**config.mk**
```make
export PLATFORM = sky130hd
export DESIGN_NAME = motion_beat_detector_flat
export DESIGN_NICKNAME = d
export VERILOG_FILES = /design/src/rtl/motion_beat_detector_if.sv /design/src/rtl/motion_beat_detector.sv /design/src/flat_wrapper.sv
export SDC_FILE = /design/constraint.sdc
export NUM_CORES = 1
export LEC_CHECK = 0
export ABC_CLOCK_PERIOD_IN_PS = 4600
export BUFFER_PORTS_ARGS = -buffer_cell sky130_fd_sc_hd__buf_2
export CAP_MARGIN = 40
export CORE_MARGIN = 2
export CORE_UTILIZATION = 24
export DETAILED_ROUTE_END_ITERATION = 10
export PLACE_DENSITY = 0.38
export SLEW_MARGIN = 20
export SYNTH_ARGS = -nofsm -noshare
export SYNTH_HDL_FRONTEND = slang
export SYNTH_SLANG_ARGS = --single-unit
```
**constraint.sdc**
```tcl
create_clock -name clk -period 4.6 [get_ports clk]
set_clock_uncertainty 0.05 [all_clocks]
set_input_delay 0.23 -clock clk [delete_from_list [all_inputs] [get_ports clk]]
set_output_delay 0.23 -clock clk [all_outputs]
set_load 0.01 [all_outputs]
```
**src/rtl/motion_beat_detector_if.sv**
```systemverilog
// Bus between the MPU-6050 reader's accel byte registers, the beat detector and its consumer.
// The detector takes the slave side; the game/audio logic (or a bench) takes the master side.
interface motion_beat_detector_if;
  logic [7:0]  acc_xh;
  logic [7:0]  acc_xl;
  logic [7:0]  acc_yh;
  logic [7:0]  acc_yl;
  logic [7:0]  acc_zh;
  logic [7:0]  acc_zl;
  logic        sample_valid;
  logic [17:0] mag;
  logic        beat;
  logic [17:0] beat_strength;
  logic [15:0] beat_count;

  modport master (
    output acc_xh, acc_xl, acc_yh, acc_yl, acc_zh, acc_zl,
    input  sample_valid, mag, beat, beat_strength, beat_count
  );

  modport slave (
    input  acc_xh, acc_xl, acc_yh, acc_yl, acc_zh, acc_zl,
    output sample_valid, mag, beat, beat_strength, beat_count
  );
endinterface

```
**src/rtl/motion_beat_detector.sv**
```systemverilog
// Samples the accel bytes on a fixed tick, forms |x|+|y|+|z| in a 3-stage pipeline and turns
// each magnitude excursion into one beat pulse via an ARMED/PEAK/REFRACT hysteresis machine.
module motion_beat_detector #(
  parameter int unsigned SAMPLE_DIV = 500000,
  parameter logic [17:0] THRESH_ON  = 18'd40000,
  parameter logic [17:0] THRESH_OFF = 18'd28000,
  parameter int unsigned REFRACT    = 20,
  parameter int unsigned PEAK_MAX   = 50
) (
  input  logic                   clk,
  input  logic                   rst_n,
  motion_beat_detector_if.slave  bus
);

  localparam int DIV_W = $clog2(SAMPLE_DIV);
  localparam int CNT_W = 16;

  typedef enum logic [1:0] {
    ST_ARMED   = 2'd0,
    ST_PEAK    = 2'd1,
    ST_REFRACT = 2'd2
  } state_t;

  function automatic logic [16:0] abs17(input logic [15:0] v);
    logic [16:0] ext;
    ext = {v[15], v};
    // Widening first keeps abs(-32768) = 32768 representable.
    return v[15] ? (~ext + 17'd1) : ext;
  endfunction

  // ---------------------------------------------------------------- sample tick
  logic [DIV_W-1:0] tick_cnt_q;
  logic             tick;

  assign tick = (tick_cnt_q == DIV_W'(SAMPLE_DIV - 1));

  // NOTE: clocked state uses non-blocking (<=) so every register samples pre-edge values.
  always_ff @(posedge clk or negedge rst_n) begin
    if (!rst_n) tick_cnt_q <= '0;
    else if (tick) tick_cnt_q <= '0;
    else tick_cnt_q <= tick_cnt_q + DIV_W'(1);
  end

  // ---------------------------------------------------------------- magnitude pipeline
  logic [15:0] x_q, y_q, z_q;
  logic        s1_valid_q;
  logic [16:0] ax_q, ay_q, az_q;
  logic        s2_valid_q;
  logic [17:0] mag_q;
  logic        sample_valid_q;

  always_ff @(posedge clk or negedge rst_n) begin
    if (!rst_n) begin
      x_q            <= '0;
      y_q            <= '0;
      z_q            <= '0;
      s1_valid_q     <= 1'b0;
      ax_q           <= '0;
      ay_q           <= '0;
      az_q           <= '0;
      s2_valid_q     <= 1'b0;
      mag_q          <= '0;
      sample_valid_q <= 1'b0;
    end else begin
      s1_valid_q <= tick;
      if (tick) begin
        x_q <= {bus.acc_xh, bus.acc_xl};
        y_q <= {bus.acc_yh, bus.acc_yl};
        z_q <= {bus.acc_zh, bus.acc_zl};
      end
      s2_valid_q <= s1_valid_q;
      if (s1_valid_q) begin
        ax_q <= abs17(x_q);
        ay_q <= abs17(y_q);
        az_q <= abs17(z_q);
      end
      sample_valid_q <= s2_valid_q;
      if (s2_valid_q) mag_q <= 18'(ax_q) + 18'(ay_q) + 18'(az_q);
    end
  end

  // ---------------------------------------------------------------- beat FSM
  state_t           state_q, state_d;
  logic [17:0]      peak_q, peak_d;
  logic [CNT_W-1:0] cnt_q, cnt_d;
  logic             beat_q, beat_d;
  logic [17:0]      beat_strength_q, beat_strength_d;
  logic [15:0]      beat_count_q, beat_count_d;
  logic [CNT_W-1:0] cnt_inc;
  logic [17:0]      peak_upd;

  always_ff @(posedge clk or negedge rst_n) begin
    if (!rst_n) begin
      state_q         <= ST_ARMED;
      peak_q          <= '0;
      cnt_q           <= '0;
      beat_q          <= 1'b0;
      beat_strength_q <= '0;
      beat_count_q    <= '0;
    end else begin
      state_q         <= state_d;
      peak_q          <= peak_d;
      cnt_q           <= cnt_d;
      beat_q          <= beat_d;
      beat_strength_q <= beat_strength_d;
      beat_count_q    <= beat_count_d;
    end
  end

  // NOTE: every signal written here gets a default first, so no path can infer a latch.
  always_comb begin
    state_d         = state_q;
    peak_d          = peak_q;
    cnt_d           = cnt_q;
    beat_d          = 1'b0;
    beat_strength_d = beat_strength_q;
    beat_count_d    = beat_count_q;
    cnt_inc         = cnt_q + CNT_W'(1);
    peak_upd        = (mag_q > peak_q) ? mag_q : peak_q;

    if (sample_valid_q) begin
      unique case (state_q)
        ST_ARMED: begin
          if (mag_q >= THRESH_ON) begin
            peak_d  = mag_q;
            cnt_d   = '0;
            state_d = ST_PEAK;
          end
        end
        ST_PEAK: begin
          peak_d = peak_upd;
          cnt_d  = cnt_inc;
          // Normal release below THRESH_OFF, or forced once PEAK has lasted PEAK_MAX samples.
          if ((mag_q < THRESH_OFF) || (cnt_inc == CNT_W'(PEAK_MAX))) begin
            beat_d          = 1'b1;
            beat_strength_d = peak_upd;
            beat_count_d    = beat_count_q + 16'd1;
            cnt_d           = '0;
            state_d         = ST_REFRACT;
          end
        end
        ST_REFRACT: begin
          cnt_d = cnt_inc;
          if (cnt_inc == CNT_W'(REFRACT)) begin
            cnt_d   = '0;
            state_d = ST_ARMED;
          end
        end
        default: state_d = ST_ARMED;
      endcase
    end
  end

  assign bus.sample_valid  = sample_valid_q;
  assign bus.mag           = mag_q;
  assign bus.beat          = beat_q;
  assign bus.beat_strength = beat_strength_q;
  assign bus.beat_count    = beat_count_q;

endmodule
```
**src/flat_wrapper.sv**
```systemverilog
// flat-port wrapper written by rule: the top's interface ports become plain ports
module motion_beat_detector_flat 
#(
  parameter int unsigned SAMPLE_DIV = 500000,
  parameter logic [17:0] THRESH_ON  = 18'd40000,
  parameter logic [17:0] THRESH_OFF = 18'd28000,
  parameter int unsigned REFRACT    = 20,
  parameter int unsigned PEAK_MAX   = 50
)
  (clk, rst_n, bus_acc_xh, bus_acc_xl, bus_acc_yh, bus_acc_yl, bus_acc_zh, bus_acc_zl, bus_sample_valid, bus_mag, bus_beat, bus_beat_strength, bus_beat_count);
  motion_beat_detector_if bus_i ();
  input  logic clk;
  input  logic rst_n;
  input wire logic [$bits(bus_i.acc_xh)-1:0] bus_acc_xh;
  input wire logic [$bits(bus_i.acc_xl)-1:0] bus_acc_xl;
  input wire logic [$bits(bus_i.acc_yh)-1:0] bus_acc_yh;
  input wire logic [$bits(bus_i.acc_yl)-1:0] bus_acc_yl;
  input wire logic [$bits(bus_i.acc_zh)-1:0] bus_acc_zh;
  input wire logic [$bits(bus_i.acc_zl)-1:0] bus_acc_zl;
  output wire logic [$bits(bus_i.sample_valid)-1:0] bus_sample_valid;
  output wire logic [$bits(bus_i.mag)-1:0] bus_mag;
  output wire logic [$bits(bus_i.beat)-1:0] bus_beat;
  output wire logic [$bits(bus_i.beat_strength)-1:0] bus_beat_strength;
  output wire logic [$bits(bus_i.beat_count)-1:0] bus_beat_count;
  assign bus_i.acc_xh = bus_acc_xh;
  assign bus_i.acc_xl = bus_acc_xl;
  assign bus_i.acc_yh = bus_acc_yh;
  assign bus_i.acc_yl = bus_acc_yl;
  assign bus_i.acc_zh = bus_acc_zh;
  assign bus_i.acc_zl = bus_acc_zl;
  assign bus_sample_valid = bus_i.sample_valid;
  assign bus_mag = bus_i.mag;
  assign bus_beat = bus_i.beat;
  assign bus_beat_strength = bus_i.beat_strength;
  assign bus_beat_count = bus_i.beat_count;
  motion_beat_detector #(.SAMPLE_DIV(SAMPLE_DIV), .THRESH_ON(THRESH_ON), .THRESH_OFF(THRESH_OFF), .REFRACT(REFRACT), .PEAK_MAX(PEAK_MAX)) u_core (.clk(clk), .rst_n(rst_n), .bus(bus_i));
endmodule
```
Word-level counts from Yosys, hierarchy flattened
Index checks and enable logic that the tools add are counted.
- flip-flop bits (word level): 210
- bits of input ports: 50
- output and inout port bits: 54
- word-level logic and storage cells: 65
- $add $sub $neg: 8
- order comparisons: 3
- equal/unequal tests: 8
- multiplexer cells: 18
- bitwise logic cells: 3
- reduce and logical (&&, ||, !) cells: 8
- operator list (kind ; number):
    $add 17x1->17 const B ; 3
    $mux 17 ; 3
    $not 17->17 ; 3
    $mux 16 ; 3
    $pmux 16 s3 ; 1
    $mux 18 ; 2
    $pmux 18 s2 ; 1
    $add 16x1->16 const B ; 2
    $add 19x1->19 const B ; 1
    $eq 19x19->1 const B ; 1
    $mux 19 ; 1
    $add 17x17->18 ; 1
    $add 18x17->18 ; 1
    $ge 18x16->1 const B ; 1
    $gt 18x18->1 ; 1
    $lt 18x15->1 const B ; 1
    $eq 16x5->1 const B ; 1
    $eq 16x6->1 const B ; 1
    $reduce_and 3->1 ; 3
    $mux 2 ; 3
    $ne 2x1->1 const B ; 3
    $pmux 2 s3 ; 1
    $reduce_and 4->1 ; 1
    $mux 1 ; 3
    other kinds (6) ; 6

Logic depth before layout (Yosys ltp)
- depth in word-level cells: 6
- depth in mapped cells: 13

Worst setup path after synthesis
No wires, ideal clock.
- kind: register to register
- start: register u_core.az_q[1]
- end: register u_core.mag_q[17] (netlist: u_core.bus.mag[17])
- library setup time: 0.125 ns
- data arrival time: 3.048 ns
- slack: 1.378 ns
- stages on the path, launching flop included: 12
- path buffers: 0
- clock period less this slack: 3.222 ns
- cells stage by stage: dfrtp_1 > fa_1 > ha_1 > fa_1 > a21o_1 > a211oi_1 > o21ai_0 > a311oi_1 > o21ai_0 > a21oi_1 > xnor2_1 > mux2_2
- word-level cells in the longest chain between the ends: 1
- ends and longest elaborated chain (item ; RTL line ; text):
    start: declaration ; motion_beat_detector.sv:47 ; logic [16:0] ax_q, ay_q, az_q;
    start signal: assignment ; motion_beat_detector.sv:75 ; az_q <= abs17(z_q);
    $add 18x17->18 ; motion_beat_detector.sv:78 ; if (s2_valid_q) mag_q <= 18'(ax_q) + 18'(ay_q) + 18'(az_q);
    end signal: assignment ; motion_beat_detector.sv:78 ;
    end: declaration ; motion_beat_detector.sv:49 ; logic [17:0] mag_q;
Every way passes these cells.
A chain may end at the register's enable or synchronous reset.

Final worst setup path
Same ends and word-level chain as after synthesis.

==> metrics.md <==
| Metric | Value |
|---|---|
| Type of element capturing the critical path | `flip-flop` |
| Starting Density | `0.243` |
| Reg2reg setup slack | `1.10 ns` |
| Worst Path Arrival | `3.87 ns` |
| Num CTS Buffers | `26` |
| Post-synth cell types | `57` |
| Dpl ws | `1.10 ns` |
| Cell Pwr Density | `302 mW/mm²` |
| Int Pwr | `3.24 mW` |
| Worst r2r path cells | `11` |
| Layout area overhead | `23.5%` |
| Net Sw Frac | `0.213` |
| Vias | `8082` |
| Max-slew violation count | `0` |
| Total die area | `0.0478 mm²` |
| Largest net degree at the start of global routing | `90` |
| ANT cells | `0` |
| Comb power frac | `0.023` |
| Core area | `0.0455 mm²` |
| Initial antenna violation count | `0` |
| Synth area leader | `dfrtp_1` |
| Number of global-route vias before repair | `7730` |
| Yosys reg bits | `210` |
| Port bufs | `103` |
| Commonest non-fill, non-tap cells in the layout | `dfrtp_1 (209), buf_2 (102), nor2_1 (96)` |
| Post-layout min period | `3.50 ns` |
| I/O pin total | `104` |
| Number of flops mapped to enable cells by yosys | `0` |
| WL/cell | `15.3 µm` |
| Die Width | `219 µm` |
| RePlAce Congestion | `0.765` |
| Die Ht | `219 µm` |
| Most common cell after layout, fill and taps aside | `dfrtp_1` |
| Ys Warns | `0` |
| DP Wirelength | `19800 µm` |
| Ys flop type | `dfrtp_1` |
| HP Class | `in2async` |
| Clock power frac | `0.529` |
| Post-Synthesis Cells | `1062` |
| Final ANT Viol Nets | `0` |
| CTS clk-pin slew, worst paths | `0.06 ns` |
| Post-Synthesis Net Count | `1175` |
| DR vias/cell | `4.43` |
| Least-Margin Pin Slew | `0.750 ns` |
| H-tree Lvls | `1` |
| Layout Nets | `1319` |
| Kind of critical path | `reg2reg` |
| Pre-antenna DRT Iters | `5` |
| Critical path launch point type | `flip-flop` |
| Unrepaired setup endpoints after global routing | `no` |
| Final hold vios | `0` |
| Synth Area in Compound Gates | `0.125` |
| Total gr overflow | `0` |
| Post-synthesis mux area share | `0.0805` |
| Post-Synth XOR/XNOR Area | `0.0712` |
| Top cells by area, synth | `dfrtp_1 (47%), mux2_2 (5.7%), ha_1 (5.1%), a21oi_1 (4.0%), xor2_1 (3.7%)` |
| Max Cap Viol | `0` |
| CTS resizes | `0` |
| # setup viols final | `0` |
| Root buf cell | `clkbuf_16` |
| Final WL | `27900 µm` |
| GRT Util Overall | `0.118` |
| Adder-cell share of the synthesized area | `0.0835` |
| Worst slew margin | `0.497` |
| Yosys top cell area share | `0.475` |
| Clk sink count | `210` |
| CP required | `4.97 ns` |
| Worst VDD drop | `0.214 mV` |
| Row count | `78` |
| Sequential share of power | `0.448` |
| Crit path max fanout | `3` |
| Pleak | `6.70 nW` |
| R2R Path Start | `u_core.az_q[1]` |
| FMAX | `286 MHz` |
| First-pass GRT wire length | `45000 µm` |
| Ys async rst share | `1.00` |
| Register area share after synthesis | `0.475` |
| Worst reg2reg path endpoint | `u_core.bus.mag[17]` |
| Syn avg cell area | `10.4 µm²` |
| Outcome | `complete, no violations` |
| Clock latency on the worst-skew pair | `0.54 ns` |
| CTS tree | `done` |
| Psw | `881 µW` |
| Largest family of logic cells by synthesized area | `simple AND/OR/NAND/NOR gates` |
| Setup tns final | `0 ns` |
| Residual DRC | `0` |
| Worst Slack Setup Final | `1.10 ns` |
| Synth Area in Simple Gates | `0.129` |
| Period utilization | `0.761` |
| Drt initial violations | `492` |
| Clock Path Buffers | `3` |
| Netlist Area Pre-Place | `0.0111 mm²` |
| Share of layout cells above drive strength 1 | `0.187` |
## what timing repair did
item	4_1_cts	5_1_grt
endpoints found under the hold margin	135	0
hold buffers	49	0
setup buffers	0	0
## power by group through the flow
stage	registers, mW	clock network [mW]	logic, mW
4_1_cts	1.85	2.27	0.0994
5_1_grt	1.85	2.35	0.108
6_report	1.85	2.18	0.0940
3_3_place_gp	1.88	0	0.0672
2_1_floorplan	1.88	0	0.000369
3_5_place_dp	1.88	0	0.0672
## worst max-delay path by stage
stage                    from            endpoint  slack, ns  depth (start not counted)
2_1_floorplan  u_core.az_q[1]  u_core.bus.mag[17]       1.38                         11
3_3_place_gp   u_core.az_q[1]  u_core.bus.mag[17]       1.11                         11
3_5_place_dp   u_core.az_q[1]  u_core.bus.mag[17]       1.10                         11
4_1_cts        u_core.az_q[1]  u_core.bus.mag[17]       1.07                         11
5_1_grt        u_core.az_q[1]  u_core.bus.mag[17]       0.84                         11
6_report       u_core.az_q[1]  u_core.bus.mag[17]       1.10                         11
## per-stage QoR
| step | cells | cell area [µm²] | hold WS (ns) | util | power (mW) |
|---|---|---|---|---|---|
| after floorplan | 1062 | 11100 | -0.116 | - | 1.88 |
| after global placement | 1728 | 12200 | 0.273 | 0.269 | 1.95 |
| after detailed placement | 1728 | 12200 | 0.266 | 0.269 | 1.95 |
| after CTS | 1825 | 13700 | 0.269 | 0.300 | 4.22 |
| after global routing | 1826 | 13700 | 0.308 | 0.300 | 4.30 |
| final | 1826 | 13700 | 0.252 | 0.300 | 4.13 |
## critical path: stages, from the launching register on
cell,delay [ns]
dfrtp_1,0.40
fa_1,0.48
ha_1,0.25
fa_1,0.42
a21o_1,0.21
a211oi_1,0.29
o21ai_0,0.21
a311oi_1,0.38
o21ai_0,0.16
a21oi_1,0.19
xnor2_1,0.09
mux2_2,0.26
## per-layer routing
| metal | vias to the layer above | share of wire | routed length [µm] | track usage |
|---|---|---|---|---|
| met5 | - | 0 | 0 | 0 |
| met3 | 36 | 0.037 | 1030 | 0.0200 |
| met2 | 136 | 0.42 | 11800 | 0.175 |
| met1 | 3868 | 0.52 | 14500 | 0.179 |
| li1 | 4042 | - | - | - |
| met4 | 0 | 0.018 | 489 | 0.0239 |
## state kept, by name, summed over array words and instances, names as in the netlist
register	count
u_core.cnt_q	16
u_core.bus.beat_strength	18
u_core.s2_valid_q	1
u_core.peak_q	18
u_core.z_q	16
u_core.bus.mag	18
u_core.ay_q	17
u_core.ax_q	17
u_core.state_q	2
u_core.y_q	16
u_core.bus.sample_valid	1
u_core.bus.beat	1
u_core.x_q	16
u_core.s1_valid_q	1
u_core.tick_cnt_q	19
u_core.bus.beat_count	16
u_core.az_q	17
## kinds of logic (layout without fill, tap and decap cells)
group	count (synthesis)	count (layout)
AO/OA/AOI/OAI	224	224
buffers and inverters	94	258
multiplexers	82	82
adder cells (fa/ha/maj)	63	63
XOR/XNOR	90	90
flip-flops	210	210
AND/OR/NAND/NOR	299	299
## cell usage after synthesis, drive strengths merged, types with 4 or more instances
master,n
dfrtp,210
nor2,96
a21oi,90
nand2,74
mux2,56
xor2,47
ha,45
inv,45
xnor2,43
o21ai,38
nand3,29
clkbuf,26
mux2i,26
buf,23
o22ai,20
fa,18
nand4,17
a21o,15
a31oi,15
and3,15
nor3,14
o31ai,13
nor2b,9
nor4,7
and2,6
a41oi,5
and4,5
nand2b,5
or3,5
a211oi,4
nand3b,4
o41ai,4
## layout make-up
class / instances / area, µm²
fill: 4753 / 31800
multi-input combinational: 758 / 5440
sequential: 210 / 5260
timing repair buffer: 165 / 1130
clock buffer: 39 / 791
tap: 600 / 751
inverter: 45 / 169
clock inverter: 9 / 128
No activity file was read; power rests on OpenSTA's default activity.
